**src/rtl/ysyx_24080006_mem_arbiter.sv**
```systemverilog
// Two-requester (IFU read-only, LSU read/write) single-beat AXI4 arbiter.
// Define ARB_PERF_CNT_EN to build the grant/wait performance counters.
package ysyx_24080006_axi_pkg;

    typedef struct packed {
        logic        arvalid;
        logic [31:0] araddr;
        logic [3:0]  arid;
        logic [7:0]  arlen;
        logic [2:0]  arsize;
        logic [1:0]  arburst;
        logic        rready;
    } axi_r_m2s_t;

    typedef struct packed {
        logic        arready;
        logic        rvalid;
        logic [31:0] rdata;
        logic [1:0]  rresp;
        logic        rlast;
        logic [3:0]  rid;
    } axi_r_s2m_t;

    typedef struct packed {
        logic        awvalid;
        logic [31:0] awaddr;
        logic [3:0]  awid;
        logic [7:0]  awlen;
        logic [2:0]  awsize;
        logic [1:0]  awburst;
        logic        wvalid;
        logic [31:0] wdata;
        logic [3:0]  wstrb;
        logic        wlast;
        logic        bready;
    } axi_w_m2s_t;

    typedef struct packed {
        logic        awready;
        logic        wready;
        logic        bvalid;
        logic [1:0]  bresp;
        logic [3:0]  bid;
    } axi_w_s2m_t;

endpackage

module ysyx_24080006_mem_arbiter
    import ysyx_24080006_axi_pkg::*;
#(
    parameter int unsigned STARVE_LIMIT = 4
) (
    input  logic        clock,
    input  logic        reset,
    input  axi_r_m2s_t  ifu_r_m2s,
    output axi_r_s2m_t  ifu_r_s2m,
    input  axi_r_m2s_t  lsu_r_m2s,
    output axi_r_s2m_t  lsu_r_s2m,
    input  axi_w_m2s_t  lsu_w_m2s,
    output axi_w_s2m_t  lsu_w_s2m,
    output axi_r_m2s_t  mem_r_m2s,
    input  axi_r_s2m_t  mem_r_s2m,
    output axi_w_m2s_t  mem_w_m2s,
    input  axi_w_s2m_t  mem_w_s2m,
    output logic [31:0] perf_ifu_grants,
    output logic [31:0] perf_lsu_grants,
    output logic [31:0] perf_wait_cycles
);

    typedef enum logic [1:0] {
        ARB_IDLE,
        ARB_IFU_RD,
        ARB_LSU_RD,
        ARB_LSU_WR
    } arb_state_t;

    localparam logic [3:0] LIMIT = 4'(STARVE_LIMIT);

    arb_state_t state;
    arb_state_t grant_sel;
    logic       ar_done;
    logic       aw_done;
    logic       w_done;
    logic [3:0] starve_cnt;

    logic ifu_pend;
    logic lsu_rd_pend;
    logic lsu_wr_pend;
    logic starve_hit;
    logic ar_hs;
    logic r_hs;
    logic aw_hs;
    logic w_hs;
    logic b_hs;

    assign ifu_pend    = ifu_r_m2s.arvalid;
    assign lsu_rd_pend = lsu_r_m2s.arvalid;
    assign lsu_wr_pend = lsu_w_m2s.awvalid | lsu_w_m2s.wvalid;
    assign starve_hit  = ifu_pend && (starve_cnt == LIMIT);

    assign ar_hs = mem_r_m2s.arvalid & mem_r_s2m.arready;
    assign r_hs  = mem_r_s2m.rvalid  & mem_r_m2s.rready;
    assign aw_hs = mem_w_m2s.awvalid & mem_w_s2m.awready;
    assign w_hs  = mem_w_m2s.wvalid  & mem_w_s2m.wready;
    assign b_hs  = mem_w_s2m.bvalid  & mem_w_m2s.bready;

    always_comb begin
        grant_sel = ARB_IDLE;
        if (starve_hit) begin
            grant_sel = ARB_IFU_RD;
        end else if (lsu_wr_pend) begin
            grant_sel = ARB_LSU_WR;
        end else if (lsu_rd_pend) begin
            grant_sel = ARB_LSU_RD;
        end else if (ifu_pend) begin
            grant_sel = ARB_IFU_RD;
        end
    end

    always_ff @(posedge clock) begin
        if (reset) begin
            state      <= ARB_IDLE;
            ar_done    <= 1'b0;
            aw_done    <= 1'b0;
            w_done     <= 1'b0;
            starve_cnt <= '0;
        end else begin
            unique case (state)
                ARB_IDLE: begin
                    state   <= grant_sel;
                    ar_done <= 1'b0;
                    aw_done <= 1'b0;
                    w_done  <= 1'b0;
                    if (grant_sel == ARB_IFU_RD) begin
                        starve_cnt <= '0;
                    end else if (grant_sel != ARB_IDLE) begin
                        // LSU grant: count only while the IFU is left waiting
                        if (!ifu_pend) begin
                            starve_cnt <= '0;
                        end else if (starve_cnt < LIMIT) begin
                            starve_cnt <= starve_cnt + 4'd1;
                        end
                    end
                end
                ARB_IFU_RD, ARB_LSU_RD: begin
                    if (ar_hs) begin
                        ar_done <= 1'b1;
                    end
                    if (r_hs) begin
                        state   <= ARB_IDLE;
                        ar_done <= 1'b0;
                    end
                end
                ARB_LSU_WR: begin
                    if (aw_hs) begin
                        aw_done <= 1'b1;
                    end
                    if (w_hs) begin
                        w_done <= 1'b1;
                    end
                    if (b_hs) begin
                        state   <= ARB_IDLE;
                        aw_done <= 1'b0;
                        w_done  <= 1'b0;
                    end
                end
                default: state <= ARB_IDLE;
            endcase
        end
    end

    // Routing depends on state only; in ARB_IDLE every output is constant zero.
    always_comb begin
        mem_r_m2s = '0;
        mem_w_m2s = '0;
        ifu_r_s2m = '0;
        lsu_r_s2m = '0;
        lsu_w_s2m = '0;
        unique case (state)
            ARB_IFU_RD: begin
                mem_r_m2s         = ifu_r_m2s;
                mem_r_m2s.arvalid = ifu_r_m2s.arvalid & ~ar_done;
                ifu_r_s2m         = mem_r_s2m;
                ifu_r_s2m.arready = mem_r_s2m.arready & ~ar_done;
            end
            ARB_LSU_RD: begin
                mem_r_m2s         = lsu_r_m2s;
                mem_r_m2s.arvalid = lsu_r_m2s.arvalid & ~ar_done;
                lsu_r_s2m         = mem_r_s2m;
                lsu_r_s2m.arready = mem_r_s2m.arready & ~ar_done;
            end
            ARB_LSU_WR: begin
                mem_w_m2s         = lsu_w_m2s;
                mem_w_m2s.awvalid = lsu_w_m2s.awvalid & ~aw_done;
                mem_w_m2s.wvalid  = lsu_w_m2s.wvalid & ~w_done;
                lsu_w_s2m         = mem_w_s2m;
                lsu_w_s2m.awready = mem_w_s2m.awready & ~aw_done;
                lsu_w_s2m.wready  = mem_w_s2m.wready & ~w_done;
            end
            default: ;
        endcase
    end

`ifdef ARB_PERF_CNT_EN
    logic [31:0] ifu_grants_q;
    logic [31:0] lsu_grants_q;
    logic [31:0] wait_cycles_q;
    logic        lsu_pend;
    logic        waiting;

    assign lsu_pend = lsu_rd_pend | lsu_wr_pend;
    assign waiting  = (ifu_pend && state != ARB_IFU_RD) ||
                      (lsu_pend && state != ARB_LSU_RD && state != ARB_LSU_WR);

    always_ff @(posedge clock) begin
        if (reset) begin
            ifu_grants_q  <= '0;
            lsu_grants_q  <= '0;
            wait_cycles_q <= '0;
        end else begin
            if (state == ARB_IDLE && grant_sel == ARB_IFU_RD) begin
                ifu_grants_q <= ifu_grants_q + 32'd1;
            end
            if (state == ARB_IDLE && (grant_sel == ARB_LSU_RD || grant_sel == ARB_LSU_WR)) begin
                lsu_grants_q <= lsu_grants_q + 32'd1;
            end
            if (waiting) begin
                wait_cycles_q <= wait_cycles_q + 32'd1;
            end
        end
    end

    assign perf_ifu_grants  = ifu_grants_q;
    assign perf_lsu_grants  = lsu_grants_q;
    assign perf_wait_cycles = wait_cycles_q;
`else
    assign perf_ifu_grants  = '0;
    assign perf_lsu_grants  = '0;
    assign perf_wait_cycles = '0;
`endif

endmodule

```
**config.mk**
```make
export PLATFORM = sky130hd
export DESIGN_NAME = ysyx_24080006_mem_arbiter
export DESIGN_NICKNAME = d
export VERILOG_FILES = /design/src/rtl/ysyx_24080006_mem_arbiter.sv
export SDC_FILE = /design/constraint.sdc
export NUM_CORES = 1
export LEC_CHECK = 0
export ABC_AREA = 1
export CAP_MARGIN = 20
export CORE_AREA = 2 2 219 221
export CTS_CLUSTER_DIAMETER = 50
export DETAILED_ROUTE_END_ITERATION = 8
export DIE_AREA = 0 0 221 223
export SYNTH_ARGS = -nofsm -noshare
export SYNTH_HDL_FRONTEND = slang
export SYNTH_SLANG_ARGS = --single-unit
```
**constraint.sdc**
```tcl
create_clock -name clock -period 2.04 [get_ports clock]
set_input_delay 0.51 -clock clock [delete_from_list [all_inputs] [get_ports clock]]
set_output_delay 0.51 -clock clock [all_outputs]
set_load 0.01 [all_outputs]
```
==> impl_metrics.ini <==
[die]
initial_utilization = 0.0735
num_rows = 80
dieArea_mm2 = 0.0493
die_x_um = 221
die_y_um = 223
coreArea_mm2 = 0.0471
io_pins = 570

[logic_synthesis]
synth-compound-area-share = 0.0946
synthAdderAreaFrac = 0.0253
yosys_warnings = 0
ys_seq_elements = 9
yosysSeqAreaShare = 0.0520
synth_cells = 730
synth_xor_area_frac = 0.00253
synth_top_family_by_area = buffers and inverters
yosys.area_share.simple = 0.359
syn-mean-instance-area_um2 = 4.75
synth_mux_area_frac = 0
netlist_area_mm2 = 0.00347
yosysUniqueCellTypes = 25

[setup_path]
worstPathMaxFanout = 6
crit_top_cell = buf_12
criticalPathCategory = flop to output port
crit_path_max_incr_delay_ns = 0.35
required_ns = 1.53
cp.arrival_ns = 1.66
end_kind = output port
start_kind = flop
cpMaxStageDelayCell = dfxtp_2
crit_chain = buf_6, ha_4, buf_12, buf_12, buf_16, buf_8, nand2_2, a21oi_2, buf_2

[timing]
finalSetupViolations = 86
hold_viol = 0
timing.final.ws_setup_ns = -0.133
slew_violations = 0
layout_min_cycle_time_ns = 2.17
fmax_ghz = 0.460
finalClockSkew_ns = 0.000562
rsz0062_at_grt = true
hold_ws_ns = 0.450
fin_setup_tns_ns = -5.76
period_share = 1.07

[global_routing]
antenna_found_initial = 0
grtUsageMet3 = 0.0186
grt_pass1_wl_um = 35100
met2_usage = 0.180
overflow = 0
busiest_layer = met2
grt_use_met1 = 0.102
grt_usage = 0.0922
grt_pass1_vias = 5958
grt_max_degree = 15

[run]
drv_cap = 0

[min_path]
hold_path_class = flop to flop

[cells_and_area]
synthToLayoutAreaGrowth_pct = 216
fin_area_mm2 = 0.0110
drive_above_1_share = 0.510
stdcell_count = 1910
nets = 1546
final_common_cell = clkdlybuf4s50_1
diodes = 0
final_util = 0.233
final_cell_mix = 242 x clkdlybuf4s50_1, 132 x nand2_1, 122 x buf_2, 111 x inv_1, 104 x buf_6

[cts]
htreeDepth = 1
cts_buffers = 3
clock_sinks = 9
ctsHoldBuffers = 0
cts_tree = built
clk_pin_slew_ns = 0.04
worstSkewPairLatency_ns = 0.23
cts_root_buf = clkbuf_16
cts_max_path_buffers = 2

[power]
p_total_mw = 9.13
vdd_drop_max_mv = 0.432
leakagePower_nw = 6.28
powerDensity_mw_per_mm2 = 832

[drt]
wirelength_um = 26000
drtPass1Iterations = 4
route.antenna.remaining_nets = 0
drt-initial-drc-count = 108
vias = 6126
vias_per_cell = 3.21
drc_errors = 0
wire_per_inst_um = 13.6

[placement]
dp_worst_setup_slack_ns = -0.412
place_area_mm2 = 0.00901
place_congestion = 0.871
dp_hpwl_um = 16800
io_buffers = 473
dp_cells = 1835

[run_status]
violations = setup timing
status = finished, violations left
## synth_stat cells, drive strengths merged
library cell | instances | area share
dfxtp | 9 | 0.052
clkbuf | 15 | 0.016
nand4 | 3 | 0.0054
a21oi | 55 | 0.080
buf | 117 | 0.24
nor2 | 15 | 0.016
nor3 | 3 | 0.0043
inv | 195 | 0.21
ha | 7 | 0.025
nor3b | 3 | 0.0065
nand3 | 1 | 0.0014
o21ai | 3 | 0.0054
a31oi | 2 | 0.0036
xnor2 | 1 | 0.0025
a221o | 1 | 0.0029
conb | 1 | 0.0011
nand2 | 298 | 0.32
a211oi | 1 | 0.0022
## metal layers
metal | up-vias | wire length [um]
li1 | 3015 | -
met1 | 2756 | 9700
met2 | 320 | 13800
met3 | 35 | 1630
met4 | 0 | 890
met5 | - | 0
## final timing paths
check | from | endpoint | slack, ns | cells after the start
worst min register to register | starve_cnt[3] | starve_cnt[3] | 0.45 | 2
worst min-delay path | starve_cnt[3] | starve_cnt[3] | 0.45 | 2
worst max register to register | state[1] | state[0] | 0.28 | 15
worst max-delay path | state[0] | mem_r_m2s[24] | -0.13 | 9
## cell type report
cell class | count | area [um^2]
timing repair buffer | 598 | 6130
multi-input combinational | 489 | 3050
clock buffer | 4 | 78.8
fill | 5182 | 36200
sequential | 9 | 183
tap | 615 | 769
inverter | 195 | 754
## worst max-delay path: cells and delay by family (launching register included)
kind	cells	cell delay [ns]
DFF	1	0.35
and+or+nand+nor	1	0.04
AOI/OAI and AO/OA	1	0.10
adders and majority gates	1	0.17
buffers and inverters	6	0.73
## flip-flops by register name, indices dropped and copies added, names as in the netlist
signal / count
ar_done: 1
w_done: 1
aw_done: 1
state: 2
starve_cnt: 4
## power breakdown
part | switching [mW] | leakage (nW) | total (mW) | internal (mW)
combinational | 4.04 | 6.17 | 8.54 | 4.50
sequential | 0.0238 | 0.0738 | 0.228 | 0.204
clock | 0.0921 | 0.0382 | 0.354 | 0.262
## kinds of logic (layout without fill, tap and decap cells)
group / after synthesis / after routing
adder cells (fa/ha/maj): 7 / 7
buffers and inverters: 327 / 797
flip-flops: 9 / 9
AND/OR/NAND/NOR: 323 / 323
XOR/XNOR: 1 / 1
AO/OA/AOI/OAI: 62 / 62
other: 1 / 96
## repair_timing
| item | 4_1_cts | 5_1_grt |
|---|---|---|
| gates resized for setup | 965 | 486 |
| endpoints found under the setup margin | 231 | 203 |
| cloned | 24 | 6 |
| pin swaps | 12 | 32 |
| hold endpoints to repair | 0 | 0 |
| setup buffers | 36 | 16 |
No activity file was read; power rests on OpenSTA's default activity.
